$ cat src/rtl/fetch_pkg.sv
// Shared definitions for the instruction fetch stage.
//   fetch_state_e       : fetch sequencer states (IDLE after reset, RUN, HALT)
//   HALT_OPCODE_DEFAULT : instruction word that ends execution
//   NOP                 : word driven to IF/ID whenever no instruction is issued
package fetch_pkg;

  typedef enum logic [1:0] {
    ST_IDLE = 2'd0,
    ST_RUN  = 2'd1,
    ST_HALT = 2'd2
  } fetch_state_e;

  localparam logic [31:0] HALT_OPCODE_DEFAULT = 32'hFFFF_FFFF;
  localparam logic [31:0] NOP                 = 32'h0000_0000;

endpackage

$ cat src/rtl/instruction_memory.sv
// Instruction store for the fetch stage: 2^NB_PC words of NB_DATA bits.
// Read is combinational from read_addr; write happens on the rising clock
// edge when write_en is high. Contents are deliberately not reset so a
// loaded program survives a pipeline reset.
// Ports:
//   clk        in  1        write clock
//   write_en   in  1        store write_data at write_addr
//   write_addr in  NB_PC    write word address
//   write_data in  NB_DATA  word to store
//   read_addr  in  NB_PC    read word address
//   read_data  out NB_DATA  mem[read_addr]
module instruction_memory #(
  parameter int unsigned NB_DATA = 32,
  parameter int unsigned NB_PC   = 7
) (
  input  logic               clk,
  input  logic               write_en,
  input  logic [NB_PC-1:0]   write_addr,
  input  logic [NB_DATA-1:0] write_data,
  input  logic [NB_PC-1:0]   read_addr,
  output logic [NB_DATA-1:0] read_data
);

  localparam int unsigned DEPTH = 2 ** NB_PC;

  logic [NB_DATA-1:0] mem [DEPTH];

  always_ff @(posedge clk) begin
    if (write_en) begin
      mem[write_addr] <= write_data;
    end
  end

  assign read_data = mem[read_addr];

endmodule

$ cat src/rtl/instruction_fetch_unit.sv
// Instruction fetch stage of the MIPS pipeline. Holds the PC, owns the
// instruction memory and presents the PC+1 / instruction pair captured by
// the IF/ID register on the falling edge. Programs are loaded by the debug
// unit while not running; jumps and taken branches resolved in ID redirect
// the PC; a stall freezes PC and state; the halt word stops issue.
//
// Optional feature macro FETCH_STEP_EN: adds step_i. In RUN the PC only
// advances on cycles with en_pipeline_i && step_i, and instruction_o is NOP
// while step_i is low so IF/ID never sees a duplicate.
//
// Ports:
//   clock_i          in  1        system clock, rising-edge updates
//   reset_n_i        in  1        asynchronous active-low reset
//   en_pipeline_i    in  1        1 = advance, 0 = stall
//   load_en_i        in  1        write load_data_i at load_addr_i (IDLE/HALT)
//   load_addr_i      in  NB_PC    load word address
//   load_data_i      in  NB_DATA  load word
//   start_i          in  1        start execution from PC 0
//   jump_i           in  1        jump redirect
//   jump_target_i    in  NB_PC    jump destination
//   branch_taken_i   in  1        taken-branch redirect
//   branch_target_i  in  NB_PC    branch destination
//   step_i           in  1        (FETCH_STEP_EN only) single-step enable
//   pc_o             out NB_PC    PC+1, wrapping
//   instruction_o    out NB_DATA  fetched word or NOP
//   running_o        out 1        state is RUN
//   halt_o           out 1        state is HALT
module instruction_fetch_unit
  import fetch_pkg::*;
#(
  parameter int unsigned        NB_DATA     = 32,
  parameter int unsigned        NB_PC       = 7,
  parameter logic [NB_DATA-1:0] HALT_OPCODE = NB_DATA'(HALT_OPCODE_DEFAULT)
) (
  input  logic               clock_i,
  input  logic               reset_n_i,
  input  logic               en_pipeline_i,
  input  logic               load_en_i,
  input  logic [NB_PC-1:0]   load_addr_i,
  input  logic [NB_DATA-1:0] load_data_i,
  input  logic               start_i,
  input  logic               jump_i,
  input  logic [NB_PC-1:0]   jump_target_i,
  input  logic               branch_taken_i,
  input  logic [NB_PC-1:0]   branch_target_i,
`ifdef FETCH_STEP_EN
  input  logic               step_i,
`endif
  output logic [NB_PC-1:0]   pc_o,
  output logic [NB_DATA-1:0] instruction_o,
  output logic               running_o,
  output logic               halt_o
);

  fetch_state_e       state_q, state_d;
  logic [NB_PC-1:0]   pc_q, pc_d;
  logic [NB_DATA-1:0] mem_rdata;
  logic               mem_we;
  logic               is_halt_word;
  logic               step_ok;
  logic               advance;

`ifdef FETCH_STEP_EN
  assign step_ok = step_i;
`else
  assign step_ok = 1'b1;
`endif

  assign advance      = en_pipeline_i & step_ok;
  assign is_halt_word = (mem_rdata == HALT_OPCODE);

  instruction_memory #(
    .NB_DATA (NB_DATA),
    .NB_PC   (NB_PC)
  ) u_imem (
    .clk        (clock_i),
    .write_en   (mem_we),
    .write_addr (load_addr_i),
    .write_data (load_data_i),
    .read_addr  (pc_q),
    .read_data  (mem_rdata)
  );

  always_ff @(posedge clock_i or negedge reset_n_i) begin
    if (!reset_n_i) begin
      state_q <= ST_IDLE;
      pc_q    <= '0;
    end else begin
      state_q <= state_d;
      pc_q    <= pc_d;
    end
  end

  always_comb begin
    state_d       = state_q;
    pc_d          = pc_q;
    mem_we        = 1'b0;
    instruction_o = NB_DATA'(NOP);

    unique case (state_q)
      ST_IDLE: begin
        mem_we = load_en_i;
        // A start that coincides with a load is dropped so a half-loaded
        // program is never executed.
        if (start_i && !load_en_i) begin
          state_d = ST_RUN;
          pc_d    = '0;
        end
      end

      ST_RUN: begin
        // The halt word itself is never handed to IF/ID.
        if (step_ok && !is_halt_word) begin
          instruction_o = mem_rdata;
        end
        // A redirect resolved in ID outranks the halt word at the current PC:
        // that word lies on a path that is being abandoned.
        if (advance) begin
          if (jump_i) begin
            pc_d = jump_target_i;
          end else if (branch_taken_i) begin
            pc_d = branch_target_i;
          end else if (is_halt_word) begin
            state_d = ST_HALT;
          end else begin
            pc_d = pc_q + 1'b1;
          end
        end
      end

      ST_HALT: begin
        mem_we = load_en_i;
        if (start_i) begin
          state_d = ST_RUN;
          pc_d    = '0;
        end
      end

      default: begin
        state_d = ST_IDLE;
        pc_d    = '0;
      end
    endcase
  end

  assign pc_o      = pc_q + 1'b1;
  assign running_o = (state_q == ST_RUN);
  assign halt_o    = (state_q == ST_HALT);

endmodule

$ cat config.mk
export PLATFORM = sky130hd
export DESIGN_NAME = instruction_fetch_unit
export DESIGN_NICKNAME = d
export VERILOG_FILES = /design/src/rtl/fetch_pkg.sv /design/src/rtl/instruction_memory.sv /design/src/rtl/instruction_fetch_unit.sv
export SDC_FILE = /design/constraint.sdc
export NUM_CORES = 2
export LEC_CHECK = 0
export CORE_UTILIZATION = 61
export DETAILED_ROUTE_END_ITERATION = 16
export PLACE_DENSITY_LB_ADDON = 0.12
export SLEW_MARGIN = 40
export SYNTH_ARGS = -nofsm -noshare
export SYNTH_HDL_FRONTEND = slang
export SYNTH_SLANG_ARGS = --single-unit
$ cat constraint.sdc
create_clock -name clock_i -period 4.5 [get_ports clock_i]
set_input_delay 0.45 -clock clock_i [delete_from_list [all_inputs] [get_ports clock_i]]
set_output_delay 0.45 -clock clock_i [all_outputs]
set_load 0.01 [all_outputs]
==> flow_metrics.tcl <==
set metrics [dict create \
    layout_min_cycle_time_ns 5.62 \
    drcViolationCount 4 \
    worst-setup-path-type "reg2out" \
    p_sw_mw 23.4 \
    required_ns 4.05 \
    yosysTopAreaCellShare_pct 77.4 \
    crit_path_start "pc_q[1]" \
    seq_area_um2 123000 \
    maxCapViolCount 0 \
    dieHeight_um 513 \
    p_sw_share_pct 26.0 \
    synth_cell_types 87 \
    power_density_nw_per_um2 478 \
    ys_async_sr_fraction_pct 0.219 \
    viasPerCell 7.15 \
    num_rows 187 \
    grt_max_degree 98 \
    p_total_mw 90.0 \
    setup_viol_count_final 39 \
    rsz0062_at_grt "true" \
    clk-insertion-delay-late_ns 0.95 \
    fmax_mhz 178 \
    synth_edf_count 4096 \
    drtIter0Drc 16050 \
    cts_root_buf "clkbuf_16" \
    cts_buffers 401 \
    n_fill_cell 14781 \
    p_comb_share_pct 16.7 \
    dp.final_hpwl_um 310000 \
    status "finished, violations left" \
    num-nets-final 8649 \
    hold_class "in2reg" \
    first_pass_iters 12 \
    die_w_um 513 \
    fin_skew_ns 0.0545 \
    synthTopCellsByArea "edfxtp_1, mux4_2, mux2i_1, a22oi_1, nor2_1" \
    ys_warn_count 0 \
    p_seq_share_pct 46.8 \
    cts_tree "built" \
    p_int_mw 66.6 \
    setup_slack_ns -1.12 \
    path_max_fanout 34 \
    syn-num-nets 7386 \
    synth_common_cells "edfxtp_1, mux4_2, mux2i_1" \
    clkPwrFrac_pct 36.5 \
    place_congestion 1.03 \
    tns_ns -36.42 \
    path_clk_slew_ns 0.06 \
    initial_core_util_pct 61.3 \
    grt_pass1_vias 84592 \
    r2r_start "pc_q[0]" \
    worstMarginPinSlew_ns 0.947 \
    worstSetupStartpointType "flop" \
    postRouteAntennaNets 0 \
    cts_buffer_depth 4 \
    worst_setup_path_end_kind "output pin" \
    track_usage_pct 38.8 \
    synth_top_area_cell "edfxtp_1" \
    syn_area_um2 159000 \
    coreArea_um2 259000 \
    port_buffers 100 \
    p_leak_nw 60.9 \
    io_pins 101 \
    drive_above_1_share_pct 33.1 \
    maxSlewHeadroom_pct 36.9 \
    hp-start "load_data_i[26]" \
    wl_per_cell_um 41.2 \
    violations "DRC, setup timing" \
    synth-seq-cells 4105 \
    antenna_found_initial 38 \
    die_area_um2 263000 \
    grt_pass1_wl_um 689000 \
    ys_seq_area_share_pct 77.5 \
    finalCritPeriodShare_pct 125 \
    cp.arrival_ns 5.17 \
    area_delta_synth_final_pct 18.4 \
    h-tree-depth 5 \
    syn_area_per_cell_um2 21.7 \
    yosysMostFrequentCell "edfxtp_1" \
    wirelength_um 508000 \
    slew_violations 0 \
    multi_input_area_um2 34600 \
    vias 88153 \
    cts.sinks 4105 \
    finalHoldViolations 0 \
    peakVddDrop_v 0.000354 \
    synth_flop_cell "edfxtp_1" \
    synthCells 7325 \
    overflow 0 \
]
-- metal layers --
layer	wire length [um]	global-route usage, %	part of all wire, %
met5	76	0	0.015
met4	34800	21.3	6.8
met3	69800	10.6	14
met2	229000	57.8	45
met1	174000	52.7	34
-- registers in the layout (all words and copies together) (netlist names) --
name / flops
pc_q: 7
state_q: 2
u_imem.mem: 4096
-- power groups by stage --
stage	clock network [mW]	registers, mW	logic (mW)
after global placement	0	42.9	13.5
after detailed placement	0	42.9	13.6
after CTS	32.9	42.1	14.5
after floorplan	0	42.9	6.19
final	32.8	42.1	15.0
after global routing	34.3	42.1	15.1
-- layout by cell type (no fill, tap or decap), types with 47 or more instances in the layout --
| cell | n |
|---|---|
| a21oi_1 | 115 |
| a22oi_1 | 156 |
| buf_12 | 220 |
| buf_4 | 893 |
| buf_6 | 47 |
| clkbuf_1 | 99 |
| clkbuf_16 | 405 |
| clkinv_1 | 88 |
| clkinv_2 | 68 |
| edfxtp_1 | 4096 |
| mux2i_1 | 450 |
| mux4_2 | 824 |
| nand2_1 | 233 |
| nand3_1 | 47 |
| nor2_1 | 109 |
| nor2_4 | 133 |
| o21ai_0 | 54 |
| o22ai_1 | 121 |
-- worst paths after layout --
check	to	slack (ns)	cells after the start
hold / removal	u_imem.mem[87][26]	0.005	1
setup reg to reg	pc_q[3]	-0.38	21
setup / recovery	instruction_o[23]	-1.12	20
max in group asynchronous	pc_q[3]	3.51	2
min in group asynchronous	pc_q[0]	0.49	2
hold reg to reg	state_q[0]	0.64	2
-- cells by family after synthesis --
| logic type | share of synthesized area (%) |
|---|---|
| buffers and inverters | 2.03 |
| AOI/OAI and AO/OA | 3.26 |
| adders and majority gates | 0.00787 |
| xor gates and xnor gates | 0.0275 |
| and+or+nand+nor | 1.98 |
| DFF | 77.5 |
| muxes | 15.2 |
-- metrics by stage --
| step | utilization (%) | std cells | setup slack (ns) | cell area [um2] | hold slack, ns |
|---|---|---|---|---|---|
| 4_1_cts | 72.4 | 12298 | -1.00 | 188000 | 0.000389 |
| 3_5_place_dp | 66.7 | 11501 | -1.35 | 173000 | 0.599 |
| 5_1_grt | 72.5 | 12319 | -1.22 | 188000 | 0.0141 |
| 6_report | 72.5 | 12328 | -1.12 | 188000 | 0.00540 |
| 2_1_floorplan | - | 7325 | 0.779 | 159000 | 0.154 |
| 3_3_place_gp | 66.7 | 11497 | -1.98 | 173000 | 0.590 |
-- layout make-up --
cell class,instances,area share [%]
Clock inverter,225,1.13
Clock buffer,503,5.57
Antenna cell,13,0.0173
Multi-Input combinational cell,2792,18.4
Inverter,9,0.0253
Timing Repair Buffer,1279,7.10
Sequential cell,4105,65.5
Tap cell,3402,2.26
-- critical path, stage by stage, from the launching register on --
cell and delay [ns]:
dfrtp_4 0.45, buf_4 0.21, buf_12 0.20, buf_12 0.24, buf_16 0.26, buf_4 0.24, mux4_2 0.20, nand2_1 0.06
nand2_1 0.12, a31oi_4 0.20, a221oi_4 0.41, o21ai_2 0.13, nor4b_4 0.31, buf_4 0.17, nand4b_4 0.11, o21ai_4 0.24
buf_12 0.15, buf_12 0.13, nor2_1 0.06, buf_4 0.13, buf_2 0.13
-- what timing repair did --
item                       4_1_cts  5_1_grt
buffers inserted                51        6
hold buffers                     4        5
hold endpoints to repair        71       72
setup endpoints to repair       41       40
gates cloned                    19        1
pin swaps                       48        8
gates resized for setup        389       25
(Power assumes the default switching activity.)
